### src/rtl/spawn_ctrl_if.sv
// Bundle between the spawn controller, the player-position logic and one
// obstacle spawner.
//   master : the controller (drives spawn_en/despawn and the game status)
//   slave  : the surrounding logic (drives run, player position, spawner readback)
// Signals:
//   run                  game running, permits launches
//   player_h / player_v  player top-left corner (signed)
//   obj_active           spawner 'active'
//   obj_hoffset/voffset  spawner obstacle top-left corner (signed)
//   spawn_en / despawn   to spawner 'en' / 'despawn'
//   hit                  one-cycle collision pulse
//   score / lives        obstacles passed / remaining lives
//   game_over            sticky end-of-game flag
interface spawn_ctrl_if #(
  parameter int HWIDTH = 11,
  parameter int VWIDTH = 10
);
  logic                     run;
  logic signed [HWIDTH-1:0] player_h;
  logic signed [VWIDTH-1:0] player_v;
  logic                     obj_active;
  logic signed [HWIDTH-1:0] obj_hoffset;
  logic signed [VWIDTH-1:0] obj_voffset;
  logic                     spawn_en;
  logic                     despawn;
  logic                     hit;
  logic [15:0]              score;
  logic [1:0]               lives;
  logic                     game_over;

  modport master (
    input  run, player_h, player_v, obj_active, obj_hoffset, obj_voffset,
    output spawn_en, despawn, hit, score, lives, game_over
  );

  modport slave (
    output run, player_h, player_v, obj_active, obj_hoffset, obj_voffset,
    input  spawn_en, despawn, hit, score, lives, game_over
  );
endinterface

### src/rtl/spawn_ctrl.sv
// Gameplay controller for one obstacle channel. Launches an obstacle after a
// pseudo-random gap, watches it for overlap with the player box, despawns it
// on a hit, and keeps score / lives / game_over.
// Ports:
//   clk    clock
//   rst_n  asynchronous active-low reset
//   bus    spawn_ctrl_if.master (run, player and spawner readback in;
//          spawn_en, despawn, hit, score, lives, game_over out, all registered)
module spawn_ctrl #(
  parameter int HWIDTH   = 11,
  parameter int VWIDTH   = 10,
  parameter int OBJ_W    = 32,
  parameter int OBJ_H    = 32,
  parameter int PLY_W    = 24,
  parameter int PLY_H    = 48,
  parameter int MIN_GAP  = 60,
  parameter int GAP_BITS = 5,
  parameter int LIVES    = 3
) (
  input  logic          clk,
  input  logic          rst_n,
  spawn_ctrl_if.master  bus
);

  localparam int          CNT_W     = $clog2(MIN_GAP + (1 << GAP_BITS));
  localparam logic [15:0] LFSR_SEED = 16'hACE1;

  // Box sizes at the extended width so the edge sums cannot overflow.
  localparam logic signed [HWIDTH:0] OBJ_W_X = (HWIDTH+1)'(OBJ_W);
  localparam logic signed [HWIDTH:0] PLY_W_X = (HWIDTH+1)'(PLY_W);
  localparam logic signed [VWIDTH:0] OBJ_H_X = (VWIDTH+1)'(OBJ_H);
  localparam logic signed [VWIDTH:0] PLY_H_X = (VWIDTH+1)'(PLY_H);

  typedef enum logic [2:0] {
    S_IDLE, S_GAP, S_ARM, S_TRACK, S_HIT, S_OVER
  } state_t;

  state_t           state;
  logic [15:0]      lfsr;
  logic [CNT_W-1:0] gap_cnt;
  logic             spawn_en_q;
  logic             despawn_q;
  logic             hit_q;
  logic             game_over_q;
  logic [15:0]      score_q;
  logic [1:0]       lives_q;

  logic signed [HWIDTH:0] obj_h_x, ply_h_x;
  logic signed [VWIDTH:0] obj_v_x, ply_v_x;
  logic                   collide;

  function automatic logic [15:0] sat_inc16(input logic [15:0] v);
    return (v == 16'hFFFF) ? v : v + 16'd1;
  endfunction

  function automatic logic [CNT_W-1:0] gap_load(input logic [15:0] rnd);
    return CNT_W'(MIN_GAP) + CNT_W'(rnd[GAP_BITS-1:0]);
  endfunction

  // Collision: strict inequalities, so touching edges do not count.
  assign obj_h_x = {bus.obj_hoffset[HWIDTH-1], bus.obj_hoffset};
  assign ply_h_x = {bus.player_h[HWIDTH-1],    bus.player_h};
  assign obj_v_x = {bus.obj_voffset[VWIDTH-1], bus.obj_voffset};
  assign ply_v_x = {bus.player_v[VWIDTH-1],    bus.player_v};

  assign collide = bus.obj_active
                && (obj_h_x < ply_h_x + PLY_W_X)
                && (ply_h_x < obj_h_x + OBJ_W_X)
                && (obj_v_x < ply_v_x + PLY_H_X)
                && (ply_v_x < obj_v_x + OBJ_H_X);

  // Free-running Fibonacci LFSR, taps 16,14,13,11.
  always_ff @(posedge clk or negedge rst_n) begin
    if (!rst_n) begin
      lfsr <= LFSR_SEED;
    end else begin
      lfsr <= {lfsr[14:0], lfsr[15] ^ lfsr[13] ^ lfsr[12] ^ lfsr[10]};
    end
  end

  // Launch / track / hit state machine with registered outputs.
  always_ff @(posedge clk or negedge rst_n) begin
    if (!rst_n) begin
      state       <= S_IDLE;
      gap_cnt     <= '0;
      spawn_en_q  <= 1'b0;
      despawn_q   <= 1'b0;
      hit_q       <= 1'b0;
      game_over_q <= 1'b0;
      score_q     <= 16'd0;
      lives_q     <= 2'(LIVES);
    end else begin
      hit_q <= 1'b0;
      case (state)
        S_IDLE: begin
          spawn_en_q <= 1'b0;
          despawn_q  <= 1'b0;
          if (bus.run) begin
            gap_cnt <= gap_load(lfsr);
            state   <= S_GAP;
          end
        end
        S_GAP: begin
          if (!bus.run) begin
            state <= S_IDLE;
          end else if (gap_cnt == '0) begin
            spawn_en_q <= 1'b1;
            state      <= S_ARM;
          end else begin
            gap_cnt <= gap_cnt - CNT_W'(1);
          end
        end
        // run is deliberately ignored here: once en is raised the launch completes.
        S_ARM: begin
          if (bus.obj_active) begin
            spawn_en_q <= 1'b0;
            state      <= S_TRACK;
          end
        end
        // collide already implies obj_active, so a fall is always a pass.
        S_TRACK: begin
          if (collide) begin
            hit_q     <= 1'b1;
            despawn_q <= 1'b1;
            lives_q   <= lives_q - 2'd1;
            state     <= S_HIT;
          end else if (!bus.obj_active) begin
            score_q <= sat_inc16(score_q);
            gap_cnt <= gap_load(lfsr);
            state   <= bus.run ? S_GAP : S_IDLE;
          end
        end
        // No collision checks here: one hit per obstacle.
        S_HIT: begin
          if (!bus.obj_active) begin
            despawn_q <= 1'b0;
            if (lives_q == 2'd0) begin
              game_over_q <= 1'b1;
              state       <= S_OVER;
            end else begin
              gap_cnt <= gap_load(lfsr);
              state   <= bus.run ? S_GAP : S_IDLE;
            end
          end
        end
        S_OVER: begin
          spawn_en_q  <= 1'b0;
          despawn_q   <= 1'b0;
          game_over_q <= 1'b1;
        end
        default: state <= S_IDLE;
      endcase
    end
  end

  assign bus.spawn_en  = spawn_en_q;
  assign bus.despawn   = despawn_q;
  assign bus.hit       = hit_q;
  assign bus.score     = score_q;
  assign bus.lives     = lives_q;
  assign bus.game_over = game_over_q;

endmodule
### src/flat_wrapper.sv
// flat-port wrapper written by rule: the top's interface ports become plain ports
module spawn_ctrl_flat 
#(
  parameter int HWIDTH   = 11,
  parameter int VWIDTH   = 10,
  parameter int OBJ_W    = 32,
  parameter int OBJ_H    = 32,
  parameter int PLY_W    = 24,
  parameter int PLY_H    = 48,
  parameter int MIN_GAP  = 60,
  parameter int GAP_BITS = 5,
  parameter int LIVES    = 3
)
  (clk, rst_n, bus_run, bus_player_h, bus_player_v, bus_obj_active, bus_obj_hoffset, bus_obj_voffset, bus_spawn_en, bus_despawn, bus_hit, bus_score, bus_lives, bus_game_over);
  spawn_ctrl_if #(.HWIDTH(HWIDTH), .VWIDTH(VWIDTH)) bus_i ();
  input  logic clk;
  input  logic rst_n;
  input wire logic [$bits(bus_i.run)-1:0] bus_run;
  input wire logic [$bits(bus_i.player_h)-1:0] bus_player_h;
  input wire logic [$bits(bus_i.player_v)-1:0] bus_player_v;
  input wire logic [$bits(bus_i.obj_active)-1:0] bus_obj_active;
  input wire logic [$bits(bus_i.obj_hoffset)-1:0] bus_obj_hoffset;
  input wire logic [$bits(bus_i.obj_voffset)-1:0] bus_obj_voffset;
  output wire logic [$bits(bus_i.spawn_en)-1:0] bus_spawn_en;
  output wire logic [$bits(bus_i.despawn)-1:0] bus_despawn;
  output wire logic [$bits(bus_i.hit)-1:0] bus_hit;
  output wire logic [$bits(bus_i.score)-1:0] bus_score;
  output wire logic [$bits(bus_i.lives)-1:0] bus_lives;
  output wire logic [$bits(bus_i.game_over)-1:0] bus_game_over;
  assign bus_i.run = bus_run;
  assign bus_i.player_h = bus_player_h;
  assign bus_i.player_v = bus_player_v;
  assign bus_i.obj_active = bus_obj_active;
  assign bus_i.obj_hoffset = bus_obj_hoffset;
  assign bus_i.obj_voffset = bus_obj_voffset;
  assign bus_spawn_en = bus_i.spawn_en;
  assign bus_despawn = bus_i.despawn;
  assign bus_hit = bus_i.hit;
  assign bus_score = bus_i.score;
  assign bus_lives = bus_i.lives;
  assign bus_game_over = bus_i.game_over;
  spawn_ctrl #(.HWIDTH(HWIDTH), .VWIDTH(VWIDTH), .OBJ_W(OBJ_W), .OBJ_H(OBJ_H), .PLY_W(PLY_W), .PLY_H(PLY_H), .MIN_GAP(MIN_GAP), .GAP_BITS(GAP_BITS), .LIVES(LIVES)) u_core (.clk(clk), .rst_n(rst_n), .bus(bus_i));
endmodule
### config.mk
export PLATFORM = sky130hd
export DESIGN_NAME = spawn_ctrl_flat
export DESIGN_NICKNAME = d
export VERILOG_FILES = /design/src/rtl/spawn_ctrl_if.sv /design/src/rtl/spawn_ctrl.sv /design/src/flat_wrapper.sv
export SDC_FILE = /design/constraint.sdc
export NUM_CORES = 1
export LEC_CHECK = 0
export CAP_MARGIN = 10
export CORE_UTILIZATION = 58
export CTS_BUF_LIST = sky130_fd_sc_hd__clkbuf_4
export DETAILED_ROUTE_END_ITERATION = 10
export PLACE_DENSITY_LB_ADDON = 0.1
export SLEW_MARGIN = 10
export SYNTH_ARGS = -nofsm -noshare
export SYNTH_HDL_FRONTEND = slang
export SYNTH_SLANG_ARGS = --single-unit
### constraint.sdc
create_clock -name clk -period 3.05 [get_ports clk]
set_input_delay 0.61 -clock clk [delete_from_list [all_inputs] [get_ports clk]]
set_output_delay 0.61 -clock clk [all_outputs]
set_load 0.02 [all_outputs]
Yosys cells after proc, flatten, opt, wreduce, memory -nomap -nowiden
Index checks and enable logic that the tools add are counted.
{ "word_totals": {"ff_bits": 48, "inputBits": 46, "out_inout_bits": 22, "elab_cells": 96} }
{ "classes": {"add_sub_neg": 8, "order_cmp": 4, "eq_ne": 19, "n_mux": 30, "n_bitwise": 7, "n_reduce_logical": 19} }
{ "ops": {"columns": ["operator", "count"], "rows": [
  ["7-bit two-way mux", 7],
  ["7-bit one-hot mux with 4 select lines", 1],
  ["11-bit by 12-bit < comparator with 1-bit output", 2],
  ["3-bit two-way mux", 8],
  ["10-bit by 7-bit adder with 11-bit output (second input constant)", 2],
  ["10-bit by 11-bit < comparator with 1-bit output", 2],
  ["3-bit one-hot mux with 6 select lines", 1],
  ["16-bit by 1-bit adder with 16-bit output (second input constant)", 1],
  ["16-bit == test (second input constant)", 1],
  ["2-bit != test (second input constant)", 8],
  ["11-bit by 6-bit adder with 12-bit output (second input constant)", 1],
  ["11-bit by 7-bit adder with 12-bit output (second input constant)", 1],
  ["1-bit two-way mux", 10],
  ["4-bit AND reduction", 2],
  ["8-bit AND reduction", 1],
  ["6-bit by 5-bit adder with 7-bit output (first input constant)", 1],
  ["7-bit logical NOT", 1],
  ["7-bit by 1-bit subtractor with 7-bit output (second input constant)", 1],
  ["3-bit by 2-bit == test with 1-bit output (second input constant)", 2],
  ["3-bit == test (second input constant)", 2],
  ["2-bit by 1-bit != test with 1-bit output (second input constant)", 3],
  ["3-bit by 2-bit != test with 1-bit output (second input constant)", 2],
  ["1-bit one-hot mux with 3 select lines", 2],
  ["3-bit AND reduction", 2],
  ["14 further kinds", 23]
]} }

Logic depth before layout (Yosys ltp)
Gate-level depths: netlist of run 1.
{ "logic_depth": {"depth_word": 8, "depth_mapped": 14, "depth_no_buf": 14} }

Least setup slack after synthesis of run 1
Ideal clock, no wire load.
{ "synth_timing": {"path_type": "input to register", "start": "input port bus_player_h[3]", "end": "register u_core.lives_q[1], in the netlist u_core.bus.lives[1]", "setup_ps": 75, "arrival_ps": 2930, "required_ps": 2975, "slack_ps": 45, "stages": 14, "n_path_buf": 0, "path_cell_list": "inv_1 > ha_1 > nor2_1 > and3_1 > nand2_1 > nand2_1 > ha_1 > nand4_1 > a211o_1 > a21oi_2 > o41ai_2 > o211ai_2 > nor4_4 > mux2i_1"} }
{ "synth_between": {"elab_chain_len": 7, "elab_cells_between_ends": 8, "classes_between": "add/sub (1); order compare (2); reduce/logical (5)"} }
{ "synth_rtl": {"columns": ["item", "line", "rtl"], "rows": [
  ["start, declared", "flat_wrapper.sv:19", "input wire logic [$bits(bus_i.player_h)-1:0] bus_player_h;"],
  ["11-bit by 6-bit adder with 12-bit output", "spawn_ctrl.sv:67", "&& (obj_h_x < ply_h_x + PLY_W_X)"],
  ["11-bit by 12-bit < comparator with 1-bit output", "spawn_ctrl.sv:67", null],
  ["1-bit logical AND", "spawn_ctrl.sv:67", null],
  ["1-bit logical AND *", "spawn_ctrl.sv:68", "&& (ply_h_x < obj_h_x + OBJ_W_X)"],
  ["1-bit logical AND *", "spawn_ctrl.sv:69", "&& (obj_v_x < ply_v_x + PLY_H_X)"],
  ["1-bit logical AND *", "spawn_ctrl.sv:70", "&& (ply_v_x < obj_v_x + OBJ_H_X);"],
  ["2-bit AND reduction (no source line) *", null, null],
  ["end signal, assigned", "spawn_ctrl.sv:91", "lives_q <= 2'(LIVES);"],
  ["end signal, assigned", "spawn_ctrl.sv:125", "lives_q <= lives_q - 2'd1;"],
  ["end, declared", "spawn_ctrl.sv:46", "logic [1:0] lives_q;"]
]} }
Mark *: on every way between the ends. The rest lies on a longest branch, timed or not.
A chain may end at the register's enable or synchronous reset.

Worst setup path after layout of run 1
{ "layout_timing": {"start": "input port bus_player_h[8]", "end": "register u_core.lives_q[1], in the netlist u_core.bus.lives[1]"} }
The elaborated chain is that of the path after synthesis.

==> qor.txt, run 1 <==
CRITICAL PATH
---------------------------------------------------------------------------------
Critical path endpoint category                                         flip-flop
Data arrival time of the critical path                                    3.28 ns
Worst path cell trace                                                clkdlybuf4s50_1 > nand2_1 > nor2_2 > xnor2_1 > ha_1 > nand4_1 > buf_4 > nor2_1 > o41ai_2 > o211ai_2 > nor4_4 > buf_4 > mux2i_1
Delay of the slowest cell on the worst path                               0.52 ns
Worst Path Required                                                       3.34 ns
Highest net fanout along the worst path                                         5
Total buffers and inverters traversed by the critical path                      3
Critical path start-end classification                                     in2reg
Worst Setup Start Kind                                               primary input
Worst setup slack for register-to-register paths                          0.64 ns
FF-to-FF End                                                         u_core.gap_cnt[2]
Slowest-stage cell, CP                                               clkdlybuf4s50_1
R2R Path Start                                                       u_core.state[0]
Cell mode on critical path                                                  buf_4
Worst reg2reg path depth                                                        7
Gate family responsible for the most delay along the worst path      buffers and inverters

GRT
---------------------------------------------------------------------------------
Pin count of the biggest net entering global routing                           49
Initial antenna violation count                                                 0
GRT Total Usage                                                             28.5%
Number of global-route vias before repair                                   3,230
Grt total ovfl                                                                  0
Wire length of the first global-routing pass                              14.2 mm

ROUTING
---------------------------------------------------------------------------------
Final wirelength                                                          8.51 mm
DR vias                                                                     3,179
Number of DRC markers in iteration 0                                           98
Mean routed wirelength per cell                                           15.4 um
Post-DRT Antenna Nets                                                           0
DRT Pass-1 Iters                                                                5
Vias per cell                                                                5.76
Remaining DRCs                                                                  0

STA
---------------------------------------------------------------------------------
Final setup skew                                                        0.0140 ns
Setup_tns                                                                    0 ns
Slew at the pin closest to its max-slew limit                             1.02 ns
Headroom to the max-slew limit                                              32.0%
Max Freq                                                                  335 MHz
Period Utilization, post-route                                              97.9%
Tmin final                                                                2.99 ns
Slew Limit Fails                                                                0
Final Hold Viols                                                                0
Setup violation total in the final timing report                                0

FLOORPLANNING
---------------------------------------------------------------------------------
Number of I/O pins                                                             68
Num rows                                                                       27
Height of the chip                                                        79.9 um
Initial standard-cell utilization of the core                               62.0%
Placeable Area                                                           5680 um2
Chip Width                                                                79.9 um
Die area                                                                 6380 um2

HOLD PATH
---------------------------------------------------------------------------------
Hold Path Origin                                                     u_core.lfsr[5]
Hold Path Depth                                                                 0
Worst-case hold path end point                                       u_core.lfsr[6]
HP Class                                                                  reg2reg

LOGIC SYNTHESIS
---------------------------------------------------------------------------------
Proportion of synthesized chip area in sequential cells                     34.5%
Post-synth top area share                                                   27.0%
Largest cells by area after synthesis                                dfrtp_1, ha_1, dfstp_2
Synth Register Bits                                                            48
Share of synthesized registers carrying an async set or reset                100%
Syn Area/Cell                                                            9.58 um2
Post-Synth Adder-Cell Area                                                  18.8%
Yosys warns                                                                     0
Net Count, Synth                                                              465
Compound-gate portion of the synthesized area                               15.3%
Most frequent cells after synthesis                                  ha_1, dfrtp_1, inv_1, nand2_1, xnor2_1
Library cell occupying the most area in the post-synthesis netlist        dfrtp_1
Synthesized-area fraction occupied by xor and xnor cells                    9.21%
Count of different cell masters after synthesis                                54
Dominant register cell in the synthesized netlist                         dfrtp_1
Combinational family with the most area after synthesis               adder cells
Netlist area before placement                                            3520 um2
Most repeated cell in the gate-level netlist after synthesis                 ha_1
Post-synth EDFFs                                                                0
Area fraction in and, or, nand and nor cells after synthesis                17.1%
Mux cell area share after synthesis                                         1.14%
Mapped Cells                                                                  367

POWER
---------------------------------------------------------------------------------
Power density relative to cell area                                    437 nW/um2
Leakage power                                                          0.00230 uW
Worst vdd rail ir drop                                                 0.000378 V
Total chip power                                                          2100 uW

CTS
---------------------------------------------------------------------------------
Clock root cell                                                          clkbuf_4
Number of buffers created by CTS                                                5
Worst skew pair latency                                                   0.37 ns
Maximum buffer depth of the clock tree                                          2
CTS Sinks                                                                      48
Clock transition at the registers of the reported paths                   0.14 ns
H-tree depth                                                                    2
CTS tree                                                                    built

RUN STATUS
---------------------------------------------------------------------------------
Result of the run                                                    finished clean

FINAL LAYOUT
---------------------------------------------------------------------------------
Layout cells sized above 1                                                  17.9%
Number of antenna diodes                                                        0
Layout area overhead                                                        36.7%
Net count of the finished layout                                              577

PLACE
---------------------------------------------------------------------------------
GP Congestion                                                               0.865
Count of buffers from port buffering                                           67
Hpwl dp                                                                   6.33 mm

FLOW RUN
---------------------------------------------------------------------------------
Max_cap viols                                                                   0

[through the flow]
stage | std cells | area, um2 | setup slack (ns) | hold WS (ns) | utilization, %
floorplan | 367 | 3520 | 0.0446 | 0.314 | -
global placement | 539 | 4540 | -0.473 | 0.335 | 80.0
detailed placement | 539 | 4540 | -0.629 | 0.339 | 80.0
CTS | 551 | 4740 | 0.00794 | 0.369 | 83.5
global route | 552 | 4810 | -0.00527 | 0.373 | 84.7
finish | 552 | 4810 | 0.0642 | 0.370 | 84.7
[timing repair]
item,4_1_cts,5_1_grt
setup endpoints to repair,7,6
hold buffers,0,0
setup buffers,4,1
pin swaps,16,14
gates resized for setup,27,16
[registers in the layout (all words and copies together) (netlist names)]
signal,count
u_core.gap_cnt,7
u_core.bus.spawn_en,1
u_core.bus.hit,1
u_core.lfsr,16
u_core.bus.score,16
u_core.state,3
u_core.bus.despawn,1
u_core.bus.game_over,1
u_core.bus.lives,2
[layout by cell type (no fill, tap or decap), types with 10 or more instances in the layout]
| cell | instances |
|---|---|
| buf_4 | 40 |
| ha_1 | 49 |
| dfrtp_1 | 38 |
| xor2_1 | 13 |
| nor2_1 | 12 |
| inv_1 | 28 |
| a21oi_1 | 14 |
| clkdlybuf4s50_1 | 52 |
| dfstp_2 | 10 |
| o21ai_0 | 12 |
| nand3_1 | 16 |
| nand2_1 | 27 |
| xnor2_1 | 22 |
[area by class of cell]
type                            count  area [um2]
Inverter                           32         120
Timing Repair Buffer              110        1000
Fill cell                         326         867
Multi-Input combinational cell    282        2280
Clock inverter                      2        60.1
Tap cell                           72        90.1
Sequential cell                    48        1210
Clock buffer                        6        45.0
[per-layer routing]
layer	vias up	global-route usage [%]	wire length, um
met3	17	5.49	456
met1	1523	34.2	3620
met2	91	51.3	4310
li1	1548	-	-
met4	0	8.21	123
met5	-	0	0
[worst max-delay path by stage]
| stage | from | depth (start not counted) | end |
|---|---|---|---|
| detailed placement | bus_player_h[4] | 14 | u_core.bus.lives[1] |
| global route | bus_player_h[4] | 15 | u_core.bus.lives[1] |
| global placement | bus_player_h[3] | 15 | u_core.bus.lives[1] |
| finish | bus_player_h[8] | 13 | u_core.bus.lives[1] |
| floorplan | bus_player_h[3] | 14 | u_core.bus.lives[1] |
| CTS | bus_obj_hoffset[5] | 12 | u_core.bus.lives[1] |
[kinds of logic (layout without fill, tap and decap cells)]
| group | after synthesis | in the layout |
|---|---|---|
| adder cells (fa/ha/maj) | 53 | 53 |
| flip-flops | 48 | 48 |
| buffers and inverters | 37 | 150 |
| AO/OA/AOI/OAI | 78 | 78 |
| XOR/XNOR | 37 | 37 |
| AND/OR/NAND/NOR | 110 | 110 |
| multiplexers | 4 | 4 |
[where the power goes]
part / switching, uW / internal [uW] / total, uW
sequential: 94.7 / 699 / 793
combinational: 427 / 414 / 841
clock: 201 / 265 / 466
total: 723 / 1380 / 2100
(Power assumes the default switching activity.)
==> run 2: changes to the inputs <==
--- a/config.mk
+++ b/config.mk
@@ -10,7 +10,9 @@
 export CTS_BUF_LIST = sky130_fd_sc_hd__clkbuf_4
 export DETAILED_ROUTE_END_ITERATION = 10
 export PLACE_DENSITY_LB_ADDON = 0.1
+export REMOVE_ABC_BUFFERS = 1
 export SLEW_MARGIN = 10
 export SYNTH_ARGS = -nofsm -noshare
 export SYNTH_HDL_FRONTEND = slang
 export SYNTH_SLANG_ARGS = --single-unit
+export TNS_END_PERCENT = 5
==> run 2 against run 1 <==
Sequential share of layout area grew 0.092 points. Routed wire length rose by 8.1%. Via count up 2.1%. Highest routed layer unchanged. Power down 3.1%. Clock skew up 0.00058 ns. First-iteration DRC count increased to 2.9 times the previous value. Clock-buffer cell count decreased by 1. Worst hold slack got worse by 0.0041 ns. Register-to-register slack lost 0.05 ns. Sequential power about the same. Non-clock buffer count is 6 lower.
==> qor.txt, run 2 (same netlist as run 1, synthesis figures left out) <==
RUN STATUS
-----------------------------------------------------------------------------------
Result of the run                                                      finished clean   unchanged

FLOORPLANNING
-----------------------------------------------------------------------------------
Height of the chip                                                          79.9 um   unchanged
Chip Width                                                                  79.9 um   unchanged
Initial standard-cell utilization of the core                                 62.0%   unchanged
Placeable Area                                                             5680 um2   unchanged
Die area                                                                   6380 um2   unchanged
Num rows                                                                         27   unchanged
Number of I/O pins                                                               68   unchanged

ROUTING
-----------------------------------------------------------------------------------
Remaining DRCs                                                                    0   unchanged
Post-DRT Antenna Nets                                                             0   unchanged
Vias per cell                                                                  5.94   was 5.76
Final wirelength                                                            9.20 mm   was 8.51 mm
Mean routed wirelength per cell                                             16.8 um   was 15.4 um
DR vias                                                                       3,245   was 3,179
Number of DRC markers in iteration 0                                            280   was 98
DRT Pass-1 Iters                                                                  4   was 5

POWER
-----------------------------------------------------------------------------------
Worst vdd rail ir drop                                                   0.000345 V   was 0.000378 V
Leakage power                                                            0.00234 uW   was 0.00230 uW
Power density relative to cell area                                      425 nW/um2   was 437 nW/um2

PLACE
-----------------------------------------------------------------------------------
GP Congestion                                                                 0.848   was 0.865
DP Area                                                                    4500 um2   was 4540 um2
Hpwl dp                                                                     6.48 mm   was 6.33 mm
Count of buffers from port buffering                                             67   unchanged
Instance count after placement with tap cells included                          534   was 539

CRITICAL PATH
-----------------------------------------------------------------------------------
Worst setup slack for register-to-register paths                            0.59 ns   was 0.64 ns
Delay of the slowest cell on the worst path                                 0.48 ns   was 0.52 ns
FF-to-FF End                                                           u_core.gap_cnt[5]   was u_core.gap_cnt[2]
Critical path start-end classification                                       in2reg   unchanged
Slowest-stage cell, CP                                                 clkdlybuf4s50_1   unchanged
Data arrival time of the critical path                                      3.25 ns   was 3.28 ns
R2R Path Start                                                         u_core.state[0]   unchanged
Worst reg2reg path depth                                                          7   unchanged
Worst setup path startpoint                                            bus_player_h[9]   was bus_player_h[8]
Worst Setup Start Kind                                                 primary input   unchanged
Worst Path Required                                                         3.37 ns   was 3.34 ns
Worst path cell trace                                                  clkdlybuf4s50_1 > nand2_1 > nor2_1 > xnor2_1 > ha_1 > nand4_1 > a211o_1 > a21oi_2 > o41ai_2 > o211ai_2 > nor4_4 > buf_4 > a21o_1   was clkdlybuf4s50_1 > nand2_1 > nor2_2 > xnor2_1 > ha_1 > nand4_1 > buf_4 > nor2_1 > o41ai_2 > o211ai_2 > nor4_4 > buf_4 > mux2i_1
Critical path endpoint category                                           flip-flop   unchanged
Highest net fanout along the worst path                                           4   was 5

CTS
-----------------------------------------------------------------------------------
CTS Sinks                                                                        48   unchanged
H-tree depth                                                                      2   unchanged
Clock root cell                                                            clkbuf_4   unchanged
CTS tree                                                                      built   unchanged
Worst skew pair latency                                                     0.37 ns   about the same
Number of buffers created by CTS                                                  5   unchanged
Maximum buffer depth of the clock tree                                            2   unchanged
Clock transition at the registers of the reported paths                     0.15 ns   was 0.14 ns

STA
-----------------------------------------------------------------------------------
Tmin final                                                                  2.93 ns   was 2.99 ns
Headroom to the max-slew limit                                                30.3%   was 32.0%
Setup violation total in the final timing report                                  0   unchanged
Period Utilization, post-route                                                96.1%   was 97.9%
Max Freq                                                                    341 MHz   was 335 MHz
Slew at the pin closest to its max-slew limit                               1.04 ns   was 1.02 ns
Slew Limit Fails                                                                  0   unchanged
Final Hold Viols                                                                  0   unchanged
Final setup skew                                                          0.0146 ns   was 0.0140 ns

GRT
-----------------------------------------------------------------------------------
GR Layer Usage met1                                                           34.7%   was 34.2%
Pin count of the biggest net entering global routing                             49   unchanged
GRT Total Usage                                                               28.3%   was 28.5%
Number of global-route vias before repair                                     3,249   was 3,230
Wire length of the first global-routing pass                                14.1 mm   was 14.2 mm
Met3 routing resource usage after global routing                              5.94%   was 5.49%
Met2 Track Usage GR                                                           49.1%   was 51.3%
Most utilized layer in the global route result                                 met2   unchanged
Initial antenna violation count                                                   0   unchanged
Grt total ovfl                                                                    0   unchanged

HOLD PATH
-----------------------------------------------------------------------------------
Hold Path Origin                                                       u_core.lfsr[9]   was u_core.lfsr[5]
Worst-case hold path end point                                         u_core.lfsr[10]   was u_core.lfsr[6]
HP Class                                                                    reg2reg   unchanged
Hold Path Depth                                                                   0   unchanged

FINAL LAYOUT
-----------------------------------------------------------------------------------
Leading cell type in the layout, fill and taps excluded                clkdlybuf4s50_1   unchanged
Net count of the finished layout                                                571   was 577
Finished layout cell area                                                  4790 um2   was 4810 um2
Layout area overhead                                                          36.2%   was 36.7%
Layout cells sized above 1                                                    16.7%   was 17.9%
Commonest non-fill, non-tap cells in the layout                        clkdlybuf4s50_1, ha_1, dfrtp_1   was clkdlybuf4s50_1, ha_1, buf_4
Count of placed standard cells in the final layout, fillers left out            546   was 552
Number of antenna diodes                                                          0   unchanged

FLOW RUN
-----------------------------------------------------------------------------------
Max_cap viols                                                                     0   unchanged

[run 2: cell count changes in the layout (fill, tap and decap cells not counted), sizes merged]
cell	delta
dlymetal6s2s	+11
buf	-6
clkdlybuf4s50	-2
clkbuf	-1
bufinv	-1
clkinv	+2
dlygate4sd2	-9
[run 2: metrics by stage]
step                      hold WS (ns)  setup TNS, ns  util [%]  power, uW  setup slack [ns]
final                            0.366              0      84.4       2040             0.118
after global placement           0.333          -2.88      79.3       1540            -0.503
after floorplan                  0.314              0         -       1300            0.0446
after detailed placement         0.339          -3.61      79.3       1580            -0.634
after CTS                        0.369        -0.0126      81.5       1980           -0.0126
after global routing             0.373       -0.00173      84.4       2170          -0.00173
[run 2: area by class of cell]
type | instances | area, um2
sequential | 48 | 1210
inverter | 32 | 120
clock buffer | 5 | 37.5
tap | 72 | 90.1
timing repair buffer | 104 | 983
fill | 345 | 885
clock inverter | 3 | 42.5
multi-input combinational | 282 | 2300
[run 2: worst max-delay path by stage]
stage | endpoint | cells past startpoint
floorplan | u_core.bus.lives[1] | 14
global placement | u_core.bus.lives[1] | 14
detailed placement | u_core.bus.lives[1] | 14
CTS | u_core.bus.despawn | 15
global route | u_core.bus.despawn | 13
finish | u_core.bus.despawn | 13
[run 2: critical path, delay by kind of cell]
| kind | cells | cell delay (ns) |
|---|---|---|
| AO/OA/AOI/OAI | 5 | 0.79 |
| adder cells (fa/ha/maj) | 1 | 0.29 |
| buffers and inverters | 2 | 0.68 |
| XOR/XNOR | 1 | 0.16 |
| AND/OR/NAND/NOR | 4 | 0.73 |
[run 2: where the power goes]
group | leakage (uW) | internal (uW) | switching (uW)
Clock | 0.0000428 | 172 | 214
Sequential | 0.000612 | 699 | 97.1
Combinational | 0.00169 | 410 | 446
Total | 0.00234 | 1280 | 757
[run 2: layer usage]
metal / up-vias / wire, um
li1: 1535 / -
met1: 1546 / 3650
met2: 132 / 4680
met3: 32 / 577
met4: 0 / 291
met5: - / 0
[run 2: timing repair]
| action | 4_1_cts | 5_1_grt |
|---|---|---|
| pin swaps | 11 | 21 |
| setup endpoints to repair | 7 | 7 |
| hold buffers | 0 | 0 |
| setup buffers | 2 | 2 |
| resized for setup | 7 | 36 |
